--- config.mk ---
export PLATFORM = sky130hd
export DESIGN_NAME = logic_unit_pipe
export DESIGN_NICKNAME = d
export VERILOG_FILES = /design/src/rtl/logic_unit_pkg.sv /design/src/rtl/logic_unit_comb.sv /design/src/rtl/logic_unit_pipe.sv
export SDC_FILE = /design/constraint.sdc
export NUM_CORES = 1
export LEC_CHECK = 0
export ABC_AREA = 1
export CAP_MARGIN = 20
export CORE_ASPECT_RATIO = 2
export CORE_MARGIN = 2
export CORE_UTILIZATION = 55
export CTS_CLUSTER_SIZE = 20
export DETAILED_ROUTE_END_ITERATION = 7
export DONT_BUFFER_PORTS = 1
export PLACE_DENSITY = 0.73
export SYNTH_ARGS = -nofsm -noshare
export SYNTH_HDL_FRONTEND = slang
export SYNTH_SLANG_ARGS = --single-unit
--- constraint.sdc ---
create_clock -name clk -period 2.85 [get_ports clk]
set_input_delay 0.285 -clock clk [delete_from_list [all_inputs] [get_ports clk]]
set_output_delay 0.285 -clock clk [all_outputs]
set_load 0.02 [all_outputs]
--- src/rtl/logic_unit_pkg.sv ---
// Shared definitions for the pipelined bitwise logic unit: opcode
// encodings and the output-stage state encoding.
package logic_unit_pkg;

    localparam logic [2:0] OP_AND  = 3'd0;
    localparam logic [2:0] OP_OR   = 3'd1;
    localparam logic [2:0] OP_NAND = 3'd2;
    localparam logic [2:0] OP_NOR  = 3'd3;
    localparam logic [2:0] OP_XOR  = 3'd4;
    localparam logic [2:0] OP_XNOR = 3'd5;
    localparam logic [2:0] OP_NOT  = 3'd6;
    localparam logic [2:0] OP_PASS = 3'd7;

    // Occupancy of the two-entry output stage (M only, or M plus skid S).
    typedef enum logic [1:0] {
        ST_EMPTY = 2'd0,
        ST_ONE   = 2'd1,
        ST_FULL  = 2'd2
    } lu_state_t;

endpackage

--- src/rtl/logic_unit_comb.sv ---
// Combinational core: maps (op, a, b) to a bitwise result plus its
// zero and parity flags. No carries, no width growth.
module logic_unit_comb
    import logic_unit_pkg::*;
#(
    parameter int WIDTH = 8
) (
    input  logic [2:0]       i_op,
    input  logic [WIDTH-1:0] i_a,
    input  logic [WIDTH-1:0] i_b,
    output logic [WIDTH-1:0] o_y,
    output logic             o_zero,
    output logic             o_par
);

    // Gate function select; operand B is ignored for NOT and PASS.
    always_comb begin
        o_y = i_a;
        case (i_op)
            OP_AND:  o_y = i_a & i_b;
            OP_OR:   o_y = i_a | i_b;
            OP_NAND: o_y = ~(i_a & i_b);
            OP_NOR:  o_y = ~(i_a | i_b);
            OP_XOR:  o_y = i_a ^ i_b;
            OP_XNOR: o_y = ~(i_a ^ i_b);
            OP_NOT:  o_y = ~i_a;
            default: o_y = i_a;
        endcase
    end

    assign o_zero = (o_y == '0);
    assign o_par  = ^o_y;

endmodule

--- src/rtl/logic_unit_pipe.sv ---
// Registered bitwise logic unit with a valid/ready input, 1-cycle
// latency and a 2-entry skid-buffered output stage (main M, skid S).
// in_ready is a flop so it never depends combinationally on out_ready.
module logic_unit_pipe
    import logic_unit_pkg::*;
#(
    parameter int WIDTH    = 8,
    parameter bit FLAGS_EN = 1'b1
) (
    input  logic             clk,
    input  logic             rst,
    input  logic             in_valid,
    output logic             in_ready,
    input  logic [2:0]       in_op,
    input  logic [WIDTH-1:0] in_a,
    input  logic [WIDTH-1:0] in_b,
    output logic             out_valid,
    input  logic             out_ready,
    output logic [WIDTH-1:0] out_y,
    output logic             out_zero,
    output logic             out_par
);

    typedef struct packed {
        logic [WIDTH-1:0] y;
        logic             zero;
        logic             par;
    } res_t;

    lu_state_t        r_state;
    logic             r_in_ready;
    logic             r_out_valid;
    logic [WIDTH-1:0] r_m_y;
    logic [WIDTH-1:0] r_s_y;

    res_t             w_res;
    logic             w_in_fire;
    logic             w_out_fire;
    logic             w_load_m;
    logic             w_load_s;
    logic             w_m_from_s;

    logic_unit_comb #(
        .WIDTH (WIDTH)
    ) u_comb (
        .i_op   (in_op),
        .i_a    (in_a),
        .i_b    (in_b),
        .o_y    (w_res.y),
        .o_zero (w_res.zero),
        .o_par  (w_res.par)
    );

    assign w_in_fire  = in_valid & r_in_ready;
    assign w_out_fire = r_out_valid & out_ready;

    // M takes a fresh result when it is (or is about to become) the head,
    // and takes the skid entry when draining from FULL.
    assign w_load_m   = ((r_state == ST_EMPTY) && w_in_fire) ||
                        ((r_state == ST_ONE) && w_in_fire && w_out_fire) ||
                        ((r_state == ST_FULL) && w_out_fire);
    assign w_load_s   = (r_state == ST_ONE) && w_in_fire && !w_out_fire;
    assign w_m_from_s = (r_state == ST_FULL);

    // Occupancy FSM with registered in_ready / out_valid.
    always_ff @(posedge clk or posedge rst) begin
        if (rst) begin
            r_state     <= ST_EMPTY;
            r_in_ready  <= 1'b0;
            r_out_valid <= 1'b0;
        end else begin
            case (r_state)
                ST_EMPTY: begin
                    r_in_ready <= 1'b1;
                    if (w_in_fire) begin
                        r_state     <= ST_ONE;
                        r_out_valid <= 1'b1;
                    end
                end
                ST_ONE: begin
                    if (w_in_fire && !w_out_fire) begin
                        r_state    <= ST_FULL;
                        r_in_ready <= 1'b0;
                    end else if (!w_in_fire && w_out_fire) begin
                        r_state     <= ST_EMPTY;
                        r_out_valid <= 1'b0;
                    end
                end
                ST_FULL: begin
                    if (w_out_fire) begin
                        r_state    <= ST_ONE;
                        r_in_ready <= 1'b1;
                    end
                end
                default: begin
                    r_state     <= ST_EMPTY;
                    r_in_ready  <= 1'b0;
                    r_out_valid <= 1'b0;
                end
            endcase
        end
    end

    // Result storage for M and S; M holds steady while stalled.
    always_ff @(posedge clk or posedge rst) begin
        if (rst) begin
            r_m_y <= '0;
            r_s_y <= '0;
        end else begin
            if (w_load_s) r_s_y <= w_res.y;
            if (w_load_m) r_m_y <= w_m_from_s ? r_s_y : w_res.y;
        end
    end

    generate
        if (FLAGS_EN) begin : g_flags
            logic r_m_zero, r_m_par, r_s_zero, r_s_par;

            // Flag storage follows the same load pattern as the result bits.
            always_ff @(posedge clk or posedge rst) begin
                if (rst) begin
                    r_m_zero <= 1'b0;
                    r_m_par  <= 1'b0;
                    r_s_zero <= 1'b0;
                    r_s_par  <= 1'b0;
                end else begin
                    if (w_load_s) begin
                        r_s_zero <= w_res.zero;
                        r_s_par  <= w_res.par;
                    end
                    if (w_load_m) begin
                        r_m_zero <= w_m_from_s ? r_s_zero : w_res.zero;
                        r_m_par  <= w_m_from_s ? r_s_par  : w_res.par;
                    end
                end
            end

            assign out_zero = r_m_zero;
            assign out_par  = r_m_par;
        end else begin : g_no_flags
            assign out_zero = 1'b0;
            assign out_par  = 1'b0;
        end
    endgenerate

    assign in_ready  = r_in_ready;
    assign out_valid = r_out_valid;
    assign out_y     = r_m_y;

endmodule
==> flow_summary.toml <==
[layout]
nets = 367
most-common-layout-cells = "nand2_1, inv_1, nor2_1, nand3_1, dfrtp_1"
final_common_cell = "nand2_1"
final_cells = 374
syn2layout_area_growth_pct = 4.414
drive_above_1_share_pct = 3.715
diodes = 0
fill_cells = 399

[sta]
slew_violations = 0
setup_viol = 0
skew_ps = 4.947
whs_ps = 89.72
worst_slack_ps = 839.8
min_period_ps = 2010
hold_viol_final = 0
worstMarginPinSlew_ps = 884.9
relSlewSlack_pct = 40.94
finalCritPeriodShare_pct = 70.53
fmax_ghz = 0.4975
grt_setup_unrepaired = "no"
setup_tns_ps = 0

[min_path]
worstHoldPathType = "in2async"

[pwr]
p_total_mw = 1.492
p_leak_nw = 1.253
p_per_area_nw_per_um2 = 672.0
irDropWorstVdd_v = 0.0005935

[yosys]
syn_area_per_cell_um2 = 6.521
ys_seq_elements = 24
synthesis.nets = 369
synth_warnings = 0
yosysSeqAreaShare_pct = 28.25
synthCells = 326
netlist_area_um2 = 2126
ys_types = 22

[setup_path]
crit_path_cell_trace = "nand2_1, nor2_1, inv_1, nand3_1, nand2_1, ha_1, xnor2_1, xnor2_1, o21ai_0, nand2_1"
startpoint_type = "input pin"
end_kind = "register"
slowest_delay_ps = 570
crit_fanout = 12
worst_path_most_repeated_cell = "nand2_1"
required_ps = 3000
worstSetupPathType = "in2reg"
critPathSlowestCell = "nor2_1"
worst_ep_arrival_time_ps = 2160

[place]
port-buffer-count = 0
dpl.hpwl_um = 3950
dp_slack_ps = 552.4
place_inst = 370
place_congestion = 0.8658

[clocking]
clock-root-buffer = "clkbuf_8"
clkTransAtPathRegs_ps = 90
tritoncts = "done"
postCtsSetupRepairBufs = 0
cts_buffers = 3
cts_resized = 0
clockBufferDepth = 2
htreeDepth = 1
insertion_delay_ps = 260
cts-hold-fix-buffers = 0
cts_sinks = 24

[global_routing]
grt_first_pass_wirelength_um = 8045
antenna_found_initial = 0
grt_usage_pct = 24.09
overflow = 0
grt_pass1_vias = 1883
grt_max_degree = 25

[routing]
routed_wl_um = 5023
vias = 2015
first_pass_iters = 4
avgViaCountPerCell = 5.388
wl_per_cell_um = 13.43
ant_nets = 0
drc = 0
drt-initial-drc-count = 52

[floorplan]
start_util_pct = 56.48
core_um2 = 3764
die_y_um = 91.92
ios = 35
die_w_um = 47.96
rows = 32
die_area_um2 = 4408

[flow_run]
drv_cap = 0

[status]
status = "complete, no violations"
[cell families (layout without fill, tap and decap cells)]
group | count (synthesis) | count (layout) | share of synthesized area (%)
fa+ha+maj | 20 | 20 | 11.77
compound gates | 23 | 23 | 5.709
buf+inv | 59 | 56 | 11.07
xor+xnor | 3 | 3 | 1.236
flops | 24 | 24 | 28.25
simple gates | 197 | 197 | 41.97
[final cells by class]
cell class	instances	area [um^2]	share of cell area (%)
inverters	48	180.2	8.117
multi-input cells	243	1290	58.12
clock buffers	4	55.05	2.480
repair buffers	4	30.03	1.353
flip-flops and latches	24	600.6	27.06
well taps	51	63.81	2.875
[worst max-delay path: cells and delay by family]
kind | cells | cell delay, ps
AOI/OAI and AO/OA | 1 | 150
buffers and inverters | 1 | 180
xor gates and xnor gates | 2 | 300
and+or+nand+nor | 5 | 930
adders and majority gates | 1 | 310
[layer usage]
layer | share of wire [%] | vias up | track usage, % | routed length, um
met2 | 55 | 52 | 41.89 | 2738
li1 | - | 1029 | - | -
met5 | 0 | - | 0 | 0
met3 | 2.9 | 9 | 2.165 | 148
met4 | 1.8 | 0 | 5.631 | 88
met1 | 41 | 925 | 30.20 | 2047
[cells in the mapped netlist (all sizes together)]
| cell type | count | share of area (%) |
|---|---|---|
| a21oi | 9 | 2.1 |
| a31oi | 1 | 0.29 |
| a32o | 1 | 0.47 |
| buf | 9 | 2.2 |
| clkbuf | 2 | 0.35 |
| clkinv | 1 | 0.18 |
| dfrtp | 24 | 28 |
| ha | 20 | 12 |
| inv | 47 | 8.3 |
| nand2 | 95 | 17 |
| nand3 | 36 | 8.5 |
| nand3b | 15 | 5.3 |
| nand4 | 10 | 2.9 |
| nor2 | 40 | 8.2 |
| nor3 | 1 | 0.24 |
| o21ai | 12 | 2.8 |
| xnor2 | 2 | 0.82 |
| xor2 | 1 | 0.41 |
[report_power, final]
part / total (mW) / switching, mW / internal, mW
Clock: 0.230 / 0.106 / 0.123
Sequential: 0.661 / 0.176 / 0.485
Combinational: 0.601 / 0.378 / 0.223
Total: 1.49 / 0.660 / 0.831
[final timing paths]
path,start,to,depth (start not counted),slack [ps]
worst min-delay path,rst,out_y[7],1,90
min in group clk,in_a[3],out_y[3],4,290
worst min register to register,r_s_y[0],r_s_y[0],2,490
worst max-delay path,in_op[1],out_par,10,840
worst max register to register,in_ready,g_flags.r_s_zero,6,980
max in group asynchronous,rst,out_par,1,2210
[through the flow]
step | area, um^2 | utilization, %
floorplan | 2126 | -
global placement | 2165 | 57.51
detailed placement | 2165 | 57.51
CTS | 2220 | 58.98
global route | 2220 | 58.98
finish | 2220 | 58.98
[flip-flops by register name (all words and copies together), names as in the netlist]
signal,cells
out_y,8
r_s_y,8
r_state,2
g_flags.r_s_par,1
g_flags.r_s_zero,1
in_ready,1
out_par,1
out_valid,1
out_zero,1
No activity file was read; power rests on OpenSTA's default activity.
